File: src/rtl/crack_pkg.sv
// rtl/crack_pkg.sv - shared key width, key type and scheduler state encoding
// Contents:
//   KEY_W         : ARC4 key width in bits (24)
//   key_t         : one key value
//   sched_state_t : scheduler states IDLE, LAUNCH, RUN, ABORT
package crack_pkg;

  localparam int KEY_W = 24;

  typedef logic [KEY_W-1:0] key_t;

  typedef enum logic [1:0] {
    IDLE   = 2'd0,
    LAUNCH = 2'd1,
    RUN    = 2'd2,
    ABORT  = 2'd3
  } sched_state_t;

endpackage

File: src/rtl/crack_sched_lowest_hit_sel.sv
// rtl/crack_sched_lowest_hit_sel.sv - lowest-index select of a reported key among hitting cores
// Ports:
//   hit_vec [N]       : per-core hit qualifier (done & found & pending)
//   keys    [N*KEY_W] : per-core reported key, core i in bits [i*KEY_W +: KEY_W]
//   hit               : at least one core hit this cycle
//   sel_key           : key of the lowest-index hitting core, 0 when no hit
module lowest_hit_sel
  import crack_pkg::*;
#(
  parameter int N = 2
) (
  input  logic [N-1:0]       hit_vec,
  input  logic [N*KEY_W-1:0] keys,
  output logic               hit,
  output key_t               sel_key
);

  always_comb begin
    hit     = |hit_vec;
    sel_key = '0;
    // Walk from the top down so the lowest set index is the last writer.
    for (int i = N - 1; i >= 0; i--) begin
      if (hit_vec[i]) begin
        sel_key = keys[i*KEY_W +: KEY_W];
      end
    end
  end

endmodule

File: src/rtl/crack_sched.sv
// rtl/crack_sched.sv - multi-core ARC4 key-search scheduler
// Optional feature macro: CRACK_SCHED_ABORT_EN (first found key aborts the remaining cores)
// Ports:
//   clk, rst_n            : clock, asynchronous active-low reset
//   en / rdy              : start request / scheduler idle and accepting a start
//   key / key_valid       : recovered key and its qualifier, held until the next start
//   core_en [N]           : one-cycle launch pulse to every core
//   core_base [N*24]      : start key of core i (= i)
//   core_stride [24]      : common key increment (= NUM_CORES)
//   core_rdy [N]          : core i idle
//   core_done [N]         : core i finished (found, exhausted or aborted)
//   core_found [N]        : core i found a key, qualified by core_done[i]
//   core_key [N*24]       : key from core i, qualified by core_done[i] & core_found[i]
//   core_abort [N]        : level request for core i to stop early
module crack_sched
  import crack_pkg::*;
#(
  parameter int NUM_CORES = 2,   // 1..8
  parameter int KEY_W     = crack_pkg::KEY_W
) (
  input  logic                       clk,
  input  logic                       rst_n,
  input  logic                       en,
  output logic                       rdy,
  output logic [KEY_W-1:0]           key,
  output logic                       key_valid,
  output logic [NUM_CORES-1:0]       core_en,
  output logic [NUM_CORES*KEY_W-1:0] core_base,
  output logic [KEY_W-1:0]           core_stride,
  input  logic [NUM_CORES-1:0]       core_rdy,
  input  logic [NUM_CORES-1:0]       core_done,
  input  logic [NUM_CORES-1:0]       core_found,
  input  logic [NUM_CORES*KEY_W-1:0] core_key,
  output logic [NUM_CORES-1:0]       core_abort
);

  sched_state_t         state, state_nxt;
  logic [NUM_CORES-1:0] pending;
  logic [NUM_CORES-1:0] pending_left;
  logic [NUM_CORES-1:0] hit_vec;
  logic                 launch_go;
  logic                 hit_any;
  logic                 take_hit;
  key_t                 hit_key;

  // Interleaved partition: core i tries i, i+N, i+2N, ...
  for (genvar i = 0; i < NUM_CORES; i++) begin : g_base
    assign core_base[i*KEY_W +: KEY_W] = KEY_W'(i);
  end
  assign core_stride = KEY_W'(NUM_CORES);

  assign launch_go    = (state == LAUNCH) && (&core_rdy);
  // Done pulses from cores that are no longer pending fall out here.
  assign pending_left = pending & ~core_done;
  assign hit_vec      = core_done & core_found & pending;
  // Only the first hit of a run is kept; later finds are discarded.
  assign take_hit     = (state == RUN) && hit_any && !key_valid;

  lowest_hit_sel #(
    .N (NUM_CORES)
  ) u_sel (
    .hit_vec (hit_vec),
    .keys    (core_key),
    .hit     (hit_any),
    .sel_key (hit_key)
  );

  always_ff @(posedge clk or negedge rst_n) begin
    if (!rst_n) begin
      state <= IDLE;
    end else begin
      state <= state_nxt;
    end
  end

  always_comb begin
    state_nxt  = state;
    rdy        = 1'b0;
    core_en    = '0;
    core_abort = '0;
    case (state)
      IDLE: begin
        rdy = 1'b1;
        if (en) begin
          state_nxt = LAUNCH;
        end
      end
      LAUNCH: begin
        // All cores start together, so wait until every core is idle.
        if (launch_go) begin
          core_en   = '1;
          state_nxt = RUN;
        end
      end
      RUN: begin
        if (pending_left == '0) begin
          state_nxt = IDLE;
        end
`ifdef CRACK_SCHED_ABORT_EN
        else if (take_hit) begin
          state_nxt = ABORT;
        end
`endif
      end
      ABORT: begin
`ifdef CRACK_SCHED_ABORT_EN
        core_abort = pending;
        if (pending_left == '0) begin
          state_nxt = IDLE;
        end
`else
        state_nxt = IDLE;
`endif
      end
      default: state_nxt = IDLE;
    endcase
  end

  always_ff @(posedge clk or negedge rst_n) begin
    if (!rst_n) begin
      pending   <= '0;
      key       <= '0;
      key_valid <= 1'b0;
    end else begin
      case (state)
        IDLE: begin
          if (en) begin
            key       <= '0;
            key_valid <= 1'b0;
          end
        end
        LAUNCH: begin
          if (launch_go) begin
            pending <= '1;
          end
        end
        RUN: begin
          pending <= pending_left;
          if (take_hit) begin
            key       <= hit_key;
            key_valid <= 1'b1;
          end
        end
        ABORT: begin
          // Aborted cores may still report a find; it is not kept.
          pending <= pending_left;
        end
        default: ;
      endcase
    end
  end

endmodule

File: config.mk
export PLATFORM = sky130hd
export DESIGN_NAME = crack_sched
export DESIGN_NICKNAME = d
export VERILOG_FILES = /design/src/rtl/crack_pkg.sv /design/src/rtl/crack_sched_lowest_hit_sel.sv /design/src/rtl/crack_sched.sv
export SDC_FILE = /design/constraint.sdc
export NUM_CORES = 1
export LEC_CHECK = 0
export BUFFER_PORTS_ARGS = -buffer_cell sky130_fd_sc_hd__buf_4
export CORE_ASPECT_RATIO = 1.1
export CORE_UTILIZATION = 36
export DETAILED_ROUTE_END_ITERATION = 12
export MAX_ROUTING_LAYER = met4
export PLACE_DENSITY = 0.74
export SKIP_LAST_GASP = 1
export SYNTH_ARGS = -nofsm -noshare
export SYNTH_HDL_FRONTEND = slang
export SYNTH_HIERARCHICAL = 1
export SYNTH_SLANG_ARGS = --single-unit
File: constraint.sdc
create_clock -name clk -period 1.87 [get_ports clk]
set_clock_uncertainty 0.1 [all_clocks]
set_input_delay 0 -clock clk [delete_from_list [all_inputs] [get_ports clk]]
set_output_delay 0 -clock clk [all_outputs]
set_load 0.03 [all_outputs]
# Word-level counts from Yosys, hierarchy flattened

Cells that the tools add are included.

Eq/ne operators: 7
Muxes and demuxes: 17
Bitwise operators: 4
Reduce and logical (&&, ||, !) cells: 14

Operators by type and width:

| kind               | number |
|---|---|
| $mux 24            | 4 |
| $pmux 24 s2        | 1 |
| $mux 2             | 6 |
| $pmux 2 s4         | 1 |
| $and 2x2->2        | 3 |
| $ne 2x2->1 const B | 3 |
| $reduce_and 3->1   | 2 |
| $eq 2x2->1 const B | 2 |
| $logic_not 2->1    | 2 |
| $pmux 2 s2         | 1 |
| $reduce_and 2->1   | 2 |
| $reduce_bool 2->1  | 2 |
| $reduce_or 2->1    | 2 |
| $logic_and 1x1->1  | 3 |
| $mux 1             | 3 |
| $eq 2x1->1 const B | 1 |
| $ne 2x1->1 const B | 1 |
| $not 2->2          | 1 |
| $pmux 1 s2         | 1 |
| $logic_not 1->1    | 1 |

Register bits: 29
Bits of input ports: 57
Output and inout port bits: 102

# Depth between registers and ports, before layout

Word-level depth: 7
Mapped depth: 8
Mapped depth without buffers: 5

# By module

The synthesis kept the hierarchy.

By module, submodules not included:

| module         | times used | cells an instance | area an instance (um2) |
|---|---|---|---|
| crack_sched    | 1          | 157               | 1681.6 |
| lowest_hit_sel | 1          | 35                | 284.0 |

# Worst setup path after synthesis

Ideal clock, no wire load.

Kind: register to register
Start point: register pending[0]
End point: register key[0]
Library setup time: 0.121 ns
Arrival time: 1.632 ns
Required time: 1.649 ns
Path slack: 0.017 ns
Stages on the path, launching flop included: 8
Buffers on the path: 3
Clock period less this slack: 1.853 ns
Path through: dfrtp_1 and3_1 buf_6 or2_2 nor4bb_1 buf_4 buf_2 a22o_1

Cells in the longest elaborated chain, start to end: 6
Elaborated cells on any way between the ends: 9
Those cells by class: eq/ne: 1; mux: 3; bitwise: 1; reduce/logical: 4

RTL lines:

| element                        | line                             | source |
|---|---|---|
| start, declared                | crack_sched.sv:38                | `logic [NUM_CORES-1:0] pending;` |
| start signal, assigned         | crack_sched.sv:138               | `pending <= pending_left;` |
| start signal, assigned         | crack_sched.sv:146               | `pending <= pending_left;` |
| $and 2x2->2                    | crack_sched.sv:55                | `assign hit_vec = core_done & core_found & pending;` |
| named net hit_vec[0]           | crack_sched.sv:40                | `logic [NUM_CORES-1:0] hit_vec;` |
| $reduce_or 2->1                | crack_sched_lowest_hit_sel.sv:19 | `hit = \|hit_vec;` |
| named net hit_any              | crack_sched.sv:42                | `logic hit_any;` |
| $logic_and 1x1->1 (2 in a row) | crack_sched.sv:57                | `assign take_hit = (state == RUN) && hit_any && !key_valid;` |
| $ne 2x2->1 (no line)           | -                                |  |
| $reduce_and 3->1 (no line)     | -                                |  |
| end signal, assigned           | crack_sched.sv:140               | `key <= hit_key;` |
| end, declared                  | crack_sched.sv:25                | `output logic [KEY_W-1:0] key,` |

The timed path passes the listed nets, and every way through them passes these cells. The select of a mux whose other input is x is not followed.
A chain may end at the register's enable or synchronous reset.

# Final worst setup path

Start point: register pending[1]
End point: register key[22]

The elaborated chain is that of the path after synthesis.

==> reports/summary.txt <==
number of CTS-inserted buffers - 5
# setup viols final - 0
clk sink count - 29
pre-CTS setup slack - 0.0875 ns
setup tns final - 0 ns
Crit Path Max Fanout - 12
GP Congestion - 0.661
post-route ant nets - 0
DRT Pass-1 Iters - 4
area grow syn2layout - 53.2%
status - completed
DRC viols - 0
total setup buffers inserted after CTS - 0
Main synth FF type - dfrtp_1
First DRT Iteration DRCs - 82
Yosys top cell area share - 36.9%
Static Leak - 1.60 nW
I/O Pins - 159
H-tree levels - 2
Tmin final - 1.75 ns
Worst-Skew Late Latency - 0.28 ns
post-DP HPWL - 3300 microns
Final Hold Fails - 0
drt total wl - 5320 microns
Max Freq - 0.571 GHz
Initial Util - 38.3%
Final Cycle Share - 93.6%
reg2reg path depth - 6
Post-synth EDFFs - 0
Warnings, synthesis - 6
CP endpoint kind - flip-flop
first-pass GRT wire length - 8000 microns
Hold Startpoint - core_key[17]
Layout fillers - 456
Worst Hold Slack - 0.00712 ns
Max Transition Viols Final - 0
Async SR Flop Fraction - 100%
die width - 72.5 microns
Tot GR Track Use - 18.9%
Hold WC Path Type - in -> reg
post-synth cell types - 23
#FFs+latches synth - 29
Cell Chain, Critical Path - and3_1 > or2_2 > nor4bb_4 > a21oi_4 > buf_4 > a22o_1
Clock transition at path regs - 0.07 ns
total power per unit cell area - 801 nW/um^2
vias in the first global route - 1652
# port buffers - 84
r2r endpoint - key[22]
required time worst endpoint - 1.92 ns
largest net degree at the start of global routing - 30
global route overflow - 0
Post-Synthesis Cells - 192
initial antenna violation count - 0
layout cells sized above 1 - 32.2%
synthesized area - 1970 sq um
CTS max path bufs - 2
Min-Delay Endpoint - key[17]
Synth area leaders - dfrtp_1, buf_4, a22o_1, buf_6, a22o_2
Post-synth top cells - buf_4, a22o_1, dfrtp_1
RSZ-0062 raised after global routing - no
final core utilization - 58.6%
Overall Power - 2.41 mW
Critical Path AT - 1.80 ns
# nets final - 385
Setup WS post-layout - 0.120 ns
routed vias/inst - 4.40
Crit-path slowest cell - nor4bb_4
Max VDD drop - 0.000592 V
routed length per instance - 13.3 microns
setup slack, reg-to-reg - 0.12 ns
clock root cell - clkbuf_8
Crit Path Category - reg -> reg
worst hold path depth - 3
most common cell in the netlist - buf_4
via count - 1766
die area - 5760 sq um
core area - 5130 sq um
Syn Area/Cell - 10.2 sq um
startpoint types - flip-flop
CTS tree - done
n_diodes - 0
max-cap violations - 0
register area share after synthesis - 36.9%
CP max stage delay - 0.39 ns
RR Startpoint - pending[1]
row cnt - 27
Synth area leader - dfrtp_1
Die H - 79.5 microns
-- sequential cells by signal (all words and copies together) (netlist names) --
signal	cells
key	24
key_valid	1
pending	2
state	2
-- how the worst max path moves through the flow --
stage                    to  slack, ns  startpoint  cells past startpoint
floorplan            key[0]       0.02  pending[0]                      7
global placement    key[11]       0.14  pending[0]                      5
detailed placement  key[17]       0.09  pending[0]                      5
CTS                 key[17]       0.08  pending[0]                      5
global route        key[17]       0.02  pending[1]                      6
finish              key[22]       0.12  pending[1]                      6
-- per-layer routing --
| layer | global-route usage, % | vias to the layer above | wire [microns] |
|---|---|---|---|
| met5 | - | - | 0 |
| met4 | 8.04 | 0 | 138 |
| met3 | 3.79 | 12 | 397 |
| met2 | 33.5 | 118 | 2810 |
| met1 | 20.3 | 838 | 1970 |
| li1 | - | 798 | - |
-- cells in the final DEF, fill, tap and decap left out, types with 3 or more instances in the layout --
master and n:
a21oi_1 3, a22o_1 44, buf_4 91, clkbuf_8 6
conb_1 74, dfrtp_1 29, dlygate4sd3_1 51, nand2_1 4
nor2_1 4
-- through the flow --
step / cell area, sq um / instances
2_1_floorplan: 2240 / 264
3_3_place_gp: 2370 / 341
3_5_place_dp: 2370 / 341
4_1_cts: 3000 / 400
5_1_grt: 3010 / 401
6_report: 3010 / 401
-- critical path, delay by kind of cell, from the launching register on --
family / cells / cell delay, ns
and+or+nand+nor: 3 / 0.72
AOI/OAI and AO/OA: 2 / 0.24
DFF: 1 / 0.37
buffers and inverters: 1 / 0.19
-- cell type report --
class	count	area (sq um)	share of cell area [%]
clock buffer	7	86.3	2.87
timing repair buffer	142	1190	39.7
sequential	29	726	24.1
multi-input combinational	148	877	29.1
tap	72	90.1	2.99
inverter	2	7.51	0.249
clock inverter	1	30.0	0.998
-- cell families after synthesis --
logic type      count (synthesis)  synth area share (%)
buf+inv                        88                  33.7
compound gates                 57                  24.4
flops                          29                  36.9
simple gates                   16                  4.58
other cells                     2                 0.382
-- power breakdown --
group          switching (mW)  leakage (nW)  internal [mW]
clock                   0.237        0.0585          0.434
sequential             0.0684         0.396          0.694
combinational           0.572          1.15          0.404
total                   0.878          1.60           1.53
-- timing repair --
item / in CTS / in global routing
hold buffers: 51 / 0
endpoints found under the setup margin: 0 / 14
endpoints found under the hold margin: 57 / 0
resized for setup: 0 / 1
No activity file was read; power rests on OpenSTA's default activity.
